`config.mk`:
```
export PLATFORM = sky130hd
export DESIGN_NAME = compare_operand_sequencer
export DESIGN_NICKNAME = d
export VERILOG_FILES = /design/src/rtl/compare_operand_sequencer.sv
export SDC_FILE = /design/constraint.sdc
export NUM_CORES = 1
export LEC_CHECK = 0
export BUFFER_PORTS_ARGS = -buffer_cell sky130_fd_sc_hd__buf_4
export CAP_MARGIN = 20
export CORE_MARGIN = 2
export CORE_UTILIZATION = 38
export DETAILED_ROUTE_END_ITERATION = 16
export GPL_TIMING_DRIVEN = 0
export PLACE_DENSITY = 0.76
export SETUP_SLACK_MARGIN = 0.2
export SLEW_MARGIN = 40
export SYNTH_ARGS = -nofsm -noshare
export SYNTH_HDL_FRONTEND = slang
export SYNTH_SLANG_ARGS = --single-unit
```
`constraint.sdc`:
```
create_clock -name clk -period 1.5 [get_ports clk]
set_input_delay 0.45 -clock clk [delete_from_list [all_inputs] [get_ports clk]]
set_output_delay 0.45 -clock clk [all_outputs]
set_load 0.05 [all_outputs]
```
`src/rtl/compare_operand_sequencer.sv`:
```
// Operand sequencer for the mini-ALU greater-or-equal comparator: collects A then B,
// holds them on op_a/op_b, samples the comparator after one settle cycle, and hands off the result.
module compare_operand_sequencer #(
    parameter int unsigned W     = 8,
    parameter int unsigned CNT_W = 8
) (
    input  logic             clk,
    input  logic             reset_n,
    input  logic             clr,
    input  logic [W-1:0]     in_data,
    input  logic             in_valid,
    output logic             in_ready,
    output logic [W-1:0]     op_a,
    output logic [W-1:0]     op_b,
    input  logic             geq_in,
    output logic             res_geq,
    output logic             res_valid,
    input  logic             res_ready,
    output logic [CNT_W-1:0] cmp_count
);

    typedef enum logic [1:0] {StA, StB, StCmp, StOut} state_e;

    state_e             state_q, state_d;
    logic [W-1:0]       op_a_q, op_a_d;
    logic [W-1:0]       op_b_q, op_b_d;
    logic               res_q, res_d;
    logic [CNT_W-1:0]   cnt_q, cnt_d;
    logic               accept;

    assign in_ready  = (state_q == StA) || (state_q == StB);
    assign res_valid = (state_q == StOut);
    assign accept    = in_valid && in_ready;

    always_comb begin
        state_d = state_q;
        op_a_d  = op_a_q;
        op_b_d  = op_b_q;
        res_d   = res_q;
        cnt_d   = cnt_q;
        if (clr) begin
            // Abort drops any pending operands/result but keeps the completion count.
            state_d = StA;
            op_a_d  = '0;
            op_b_d  = '0;
            res_d   = 1'b0;
        end else begin
            unique case (state_q)
                StA: begin
                    if (accept) begin
                        op_a_d  = in_data;
                        state_d = StB;
                    end
                end
                StB: begin
                    if (accept) begin
                        op_b_d  = in_data;
                        state_d = StCmp;
                    end
                end
                StCmp: begin
                    res_d   = geq_in;
                    state_d = StOut;
                end
                StOut: begin
                    if (res_ready) begin
                        cnt_d   = cnt_q + 1'b1;
                        state_d = StA;
                    end
                end
                default: state_d = StA;
            endcase
        end
    end

    always_ff @(posedge clk or negedge reset_n) begin
        if (!reset_n) begin
            state_q <= StA;
            op_a_q  <= '0;
            op_b_q  <= '0;
            res_q   <= 1'b0;
            cnt_q   <= '0;
        end else begin
            state_q <= state_d;
            op_a_q  <= op_a_d;
            op_b_q  <= op_b_d;
            res_q   <= res_d;
            cnt_q   <= cnt_d;
        end
    end

    assign op_a      = op_a_q;
    assign op_b      = op_b_q;
    assign res_geq   = res_q;
    assign cmp_count = cnt_q;

endmodule
```
==> impl_metrics.py, run 1 <==
metrics = {
    "global_route": {
        "grt_max_degree": 28,
        "track_usage": 0.188,
        "antenna_found_initial": 0,
        "grt_pass1_wl_mm": 5.16,
        "grt_overflow": 0,
        "grt_pass1_vias": 1223,
    },
    "pwr": {
        "ir_worst_vdd_mv": 0.533,
        "p_leak_nw": 1.04,
        "p_total_mw": 2.13,
        "power.density_mw_per_mm2": 1010,
    },
    "synthesis": {
        "syn_area_mm2": 0.00125,
        "muxShareOfSynthArea": 0.0170,
        "syn_nets": 142,
        "yosysWarnings": 0,
        "synth_compound_area_frac": 0.0940,
        "synth_top_family_by_area": "simple AND/OR/NAND/NOR gates",
        "syn_avg_cell_area_um2": 10.2,
        "synth_simple_gate_area_frac": 0.218,
        "synth_xor_area_frac": 0.0490,
        "ys_seq_area_frac": 0.540,
        "synthCells": 123,
        "synthAdderAreaFrac": 0.0500,
        "synth_cell_type_count": 23,
        "synth-seq-cells": 27,
    },
    "critical_path": {
        "reg2reg_slack_ns": 0,
        "worstSetupStartpointType": "register",
        "required_ns": 1.05,
        "r2r_cells": 5,
        "cp_data_arrival_time_ns": 1.46,
        "slowest_delay_ns": 0.47,
        "endpoint": "in_ready",
        "worstPathCellList": "ha_4 > buf_6 > or2_4 > buf_8",
        "end_kind": "output port",
        "cp-startpoint": "state_q[0]",
        "crit_buf_inv": 2,
        "cp_max_fo": 3,
        "cpLargestDelayFamily": "flip-flops",
        "r2r_end": "cmp_count[1]",
        "critPathKind": "reg -> out",
        "crit_path_top_delay_cell": "dfrtp_2",
        "crit-reg2reg-launch": "state_q[0]",
        "cp_num_cells": 4,
    },
    "sta": {
        "rsz0062_at_grt": "yes",
        "hold_viol": 0,
        "fmax_ghz": 0.522,
        "tns_ns": -0.737,
        "setup-violations-final": 2,
        "post-route-period-util": 1.28,
        "setup_slack_ns": -0.414,
        "period_needed_ns": 1.91,
        "tightestPinTransition_ns": 0.336,
        "final_max_slew_viol_count": 0,
        "relSlewSlack": 0.776,
        "final.setup_skew_ns": 0.00322,
    },
    "status": {
        "status": "finished, violations left",
        "violations": "setup timing",
    },
    "placement": {
        "place_inst": 207,
        "portBuffers": 40,
        "pre_cts_ws_ns": -0.152,
        "dpl_cell_area_mm2": 0.00164,
        "globalplace.congestion": 0.897,
        "dp_hpwl_mm": 2.13,
    },
    "floorplan": {
        "rows": 20,
        "fp.dieH_um": 61.4,
        "die_w_um": 61.4,
        "dieArea_mm2": 0.00377,
        "boundaryPins": 41,
        "core_area_mm2": 0.00310,
        "initial_core_util": 0.403,
    },
    "worst_hold_path": {
        "hp-start": "in_data[6]",
        "min_path_type": "in -> reg",
    },
    "clocking": {
        "numCtsBuffers": 3,
        "cts.root.buffer_cell": "clkbuf_4",
        "worstSkewPairLatency_ns": 0.33,
        "cts_sinks": 27,
        "cts_tree": "done",
        "clk_pin_slew_worst_paths_ns": 0.15,
        "cts_max_level": 1,
        "clockBufferDepth": 2,
    },
    "drt": {
        "wire_per_inst_um": 13.6,
        "num_vias": 1208,
        "drc": 0,
        "dr.pass1.iters": 4,
        "viasPerCell": 4.99,
        "dr.first_iter.drc_count": 74,
        "antenna_left": 0,
        "drt-total-wl_mm": 3.29,
    },
    "layout": {
        "fillCellCount": 260,
        "nNetsFinal": 218,
        "fin_area_mm2": 0.00211,
        "layout.cells.non_filler": 242,
        "diodes": 0,
        "drive_gt1_frac": 0.556,
        "area_growth_pct": 68.8,
    },
    "job": {
        "drv_cap": 0,
    },
}
cell families after synthesis:
family | count (synthesis)
AO/OA/AOI/OAI | 22
XOR/XNOR | 7
adder cells (fa/ha/maj) | 5
buffers and inverters | 8
flip-flops | 27
multiplexers | 2
AND/OR/NAND/NOR | 52
power breakdown:
| part | switching, mW | internal [mW] |
|---|---|---|
| Clock | 0.221 | 0.102 |
| Combinational | 0.530 | 0.425 |
| Sequential | 0.0555 | 0.795 |
layer usage:
layer  up-vias  track usage  part of all wire
met5         -            0                 0
met4         0       0.0912             0.021
met3         7       0.0294             0.071
met2        52        0.350              0.54
met1       582        0.206              0.37
li1        567            -                 -
per-stage QoR:
step / hold WS [ns] / util
6_report: 0.371 / 0.681
3_5_place_dp: 0.380 / 0.529
4_1_cts: 0.00830 / 0.635
3_3_place_gp: 0.374 / 0.529
2_1_floorplan: 0.154 / -
5_1_grt: 0.353 / 0.681
cells in the mapped netlist:
cell      count  area, um2
xnor2_1       2       17.5
mux2i_1       1       10.0
a21oi_1      18       90.1
or2b_2        1       8.76
xor2_1        5       43.8
inv_1         2       7.51
and2b_1       1       7.51
o21ba_2       1       10.0
buf_4         1       7.51
ha_1          5       62.6
o21ai_0       2       10.0
o21bai_1      1       7.51
nor2_1        3       11.3
or2_2         1       6.26
dfrtp_1      27        676
nand4_1       2       12.5
buf_2         5       25.0
nand4b_4      1       23.8
nand2_1      22       82.6
nor3_2        2       20.0
mux2_2        1       11.3
nand3_1      18       90.1
and3b_2       1       10.0
cells in the final DEF (no fill, tap or decap), types with 4 or more instances in the layout:
| cell type | count |
|---|---|
| nand2_1 | 19 |
| a21oi_1 | 16 |
| xor2_1 | 5 |
| buf_6 | 26 |
| buf_4 | 43 |
| dfrtp_1 | 24 |
| nand3_1 | 16 |
| buf_8 | 4 |
registers in the layout, summed over array words and instances (netlist names):
signal,cells
op_b,8
cmp_count,8
op_a,8
state_q,2
res_geq,1
worst min-delay path by stage:
| stage | end | slack, ns | cells after the start |
|---|---|---|---|
| after global routing | op_a[4] | 0.35 | 3 |
| after floorplan | cmp_count[0] | 0.15 | 0 |
| after detailed placement | op_b[6] | 0.38 | 1 |
| after global placement | op_b[3] | 0.37 | 1 |
| after CTS | op_a[3] | 0.008 | 1 |
| final | op_a[6] | 0.37 | 3 |
tightest hold or removal path, cell delays in order:
cell and delay, ns:
buf_4 0.12, nand3_1 0.06, a21oi_1 0.06
final cells by class:
type / instances / area [um2] / share of cell area
clock inverter: 1 / 7.51 / 0.00355
tap: 44 / 55.1 / 0.0261
sequential: 27 / 679 / 0.322
buffer: 6 / 45.0 / 0.0213
timing repair buffer: 71 / 656 / 0.310
multi-input combinational: 88 / 639 / 0.303
inverter: 2 / 7.51 / 0.00355
clock buffer: 3 / 22.5 / 0.0107
repair_timing:
item,4_1_cts,5_1_grt
endpoints found under the hold margin,0,6
setup endpoints to repair,31,53
pin swaps,7,11
hold buffers,0,1
gates resized for setup,38,16
buffers inserted,19,11
Note: power is estimated with default switching activity, not from simulation.
==> inputs of run 2 (changes only) <==
CAP_MARGIN = default   (was 20)
PLACE_DENSITY = 0.74   (was 0.76)
clock period = 2.1 ns   (was 1.5 ns; I/O delays follow)
==> run 2 against run 1 <==
- the run still ends with setup timing left
- register-to-register slack improved by 0.61 ns
- hold slack got worse by 0.18 ns
- combinational power decreased by 42%
- cell count decreased by 9.5%
- global-route usage decreased by 2.9 points
- final area decreased by 17%
- routed wire length decreased by 12%
- utilization decreased by 11 points
- critical path depth unchanged
- critical path type unchanged
- largest cell class is now flip-flops and latches
- highest routed layer unchanged
==> impl_metrics.py, run 2 (synthesis results as in run 1) <==
metrics = {
    "status": {
        "status": "finished, violations left",
        "violations": "setup timing",
    },
    "sta": {
        "setup_slack_ns": -0.00168,
        "tns_ns": -0.00168,
        "tightestPinTransition_ns": 0.342,
        "fmax_ghz": 0.476,
        "hold_viol": 0,
        "final_max_slew_viol_count": 0,
        "final.setup_skew_ns": 0.00580,
        "setup-violations-final": 1,
        "rsz0062_at_grt": "yes",
        "period_needed_ns": 2.10,
        "relSlewSlack": 0.772,
        "post-route-period-util": 1.00,
    },
    "layout": {
        "diodes": 0,
        "final_cell_mix": "buf_4, dfrtp_1, nand2_1, nand3_1, a21oi_1",
        "multi_input_area_um2": 566,
        "register_area_um2": 676,
        "area_growth_pct": 40.3,
        "nNetsFinal": 195,
        "fillCellCount": 297,
        "final_common_cell": "buf_4",
        "drive_gt1_frac": 0.406,
    },
    "clocking": {
        "numCtsBuffers": 3,
        "clockBufferDepth": 2,
        "cts.root.buffer_cell": "clkbuf_4",
        "worstSkewPairLatency_ns": 0.32,
        "cts_sinks": 27,
        "cts_tree": "done",
        "cts_max_level": 1,
        "clk_pin_slew_worst_paths_ns": 0.14,
    },
    "critical_path": {
        "cpLargestDelayFamily": "flip-flops",
        "crit_buf_inv": 2,
        "critPathKind": "reg -> out",
        "crit_path_top_delay_cell": "dfrtp_1",
        "worstPathCellList": "ha_2 > buf_6 > or2_4 > buf_8",
        "required_ns": 1.47,
        "slowest_delay_ns": 0.44,
        "cp_max_fo": 4,
        "cp_data_arrival_time_ns": 1.47,
        "end_kind": "output port",
        "worstSetupStartpointType": "register",
    },
    "floorplan": {
        "core_area_mm2": 0.00310,
        "dieArea_mm2": 0.00377,
        "boundaryPins": 41,
        "initial_core_util": 0.403,
        "fp.dieH_um": 61.4,
        "die_w_um": 61.4,
        "rows": 20,
    },
    "placement": {
        "portBuffers": 40,
        "dp_hpwl_mm": 2.10,
        "pre_cts_ws_ns": 0.109,
        "globalplace.congestion": 0.823,
    },
    "global_route": {
        "grt_max_degree": 28,
        "antenna_found_initial": 0,
        "track_usage": 0.159,
        "grt_pass1_wl_mm": 4.46,
        "grt_pass1_vias": 1043,
        "grt_overflow": 0,
    },
    "job": {
        "drv_cap": 0,
    },
    "drt": {
        "drt-total-wl_mm": 2.89,
        "wire_per_inst_um": 13.2,
        "dr.pass1.iters": 4,
        "viasPerCell": 4.87,
        "num_vias": 1066,
        "drc": 0,
        "antenna_left": 0,
        "dr.first_iter.drc_count": 90,
    },
    "worst_hold_path": {
        "min_path_type": "in -> async",
    },
    "pwr": {
        "power.density_mw_per_mm2": 785,
        "ir_worst_vdd_mv": 0.367,
        "p_leak_nw": 0.879,
    },
}
## run 2: metal layers
layer,part of all wire,GRT usage,vias up
met5,0,0,-
met4,0.0048,0.0365,0
met3,0.072,0.0273,2
met2,0.50,0.295,45
met1,0.42,0.192,499
li1,-,-,520
## run 2: repair_timing
action	4_1_cts	5_1_grt
setup endpoints to repair	2	2
hold buffers	0	0
buffers inserted	6	2
pin swaps	2	0
resized for setup	16	1
## run 2: final cells by class
cell class	instances	area share
well taps	44	0.0314
inverters	2	0.00428
clock inverters	1	0.00285
plain buffers	6	0.0257
repair buffers	48	0.216
clock buffers	3	0.0128
flip-flops and latches	27	0.385
multi-input cells	88	0.322
## run 2: path summary, 6_finish.rpt
check	startpoint	end	slack (ns)	cells past startpoint
setup / recovery	state_q[0]	in_ready	-0.002	4
hold / removal	reset_n	op_a[3]	0.19	1
setup reg to reg	state_q[0]	cmp_count[1]	0.61	5
hold reg to reg	cmp_count[7]	cmp_count[7]	0.48	1
max in group asynchronous	reset_n	state_q[0]	1.65	1
min in group clk	cmp_count[7]	cmp_count[7]	0.48	1
## run 2: through the flow
stage	std cells	area (um2)	util	hold slack (ns)	power, mW
6_report	219	1760	0.566	0.193	1.38
5_1_grt	219	1760	0.566	0.191	1.45
4_1_cts	217	1740	0.560	0.196	1.37
3_5_place_dp	207	1610	0.518	0.469	1.07
3_3_place_gp	207	1610	0.518	0.465	1.05
2_1_floorplan	123	1250	-	0.334	0.916
## run 2: power breakdown
| group | internal (mW) | switching (mW) | total (mW) |
|---|---|---|---|
| clock network | 0.0713 | 0.149 | 0.220 |
| registers | 0.565 | 0.0415 | 0.607 |
| logic | 0.217 | 0.334 | 0.551 |
## run 2: worst register-to-register path: cells and delay by family (launching register included)
family,cells,cell delay (ns)
adder cells (fa/ha/maj),1,0.17
multiplexers,1,0.33
AND/OR/NAND/NOR,1,0.24
buffers and inverters,2,0.23
flip-flops,1,0.43
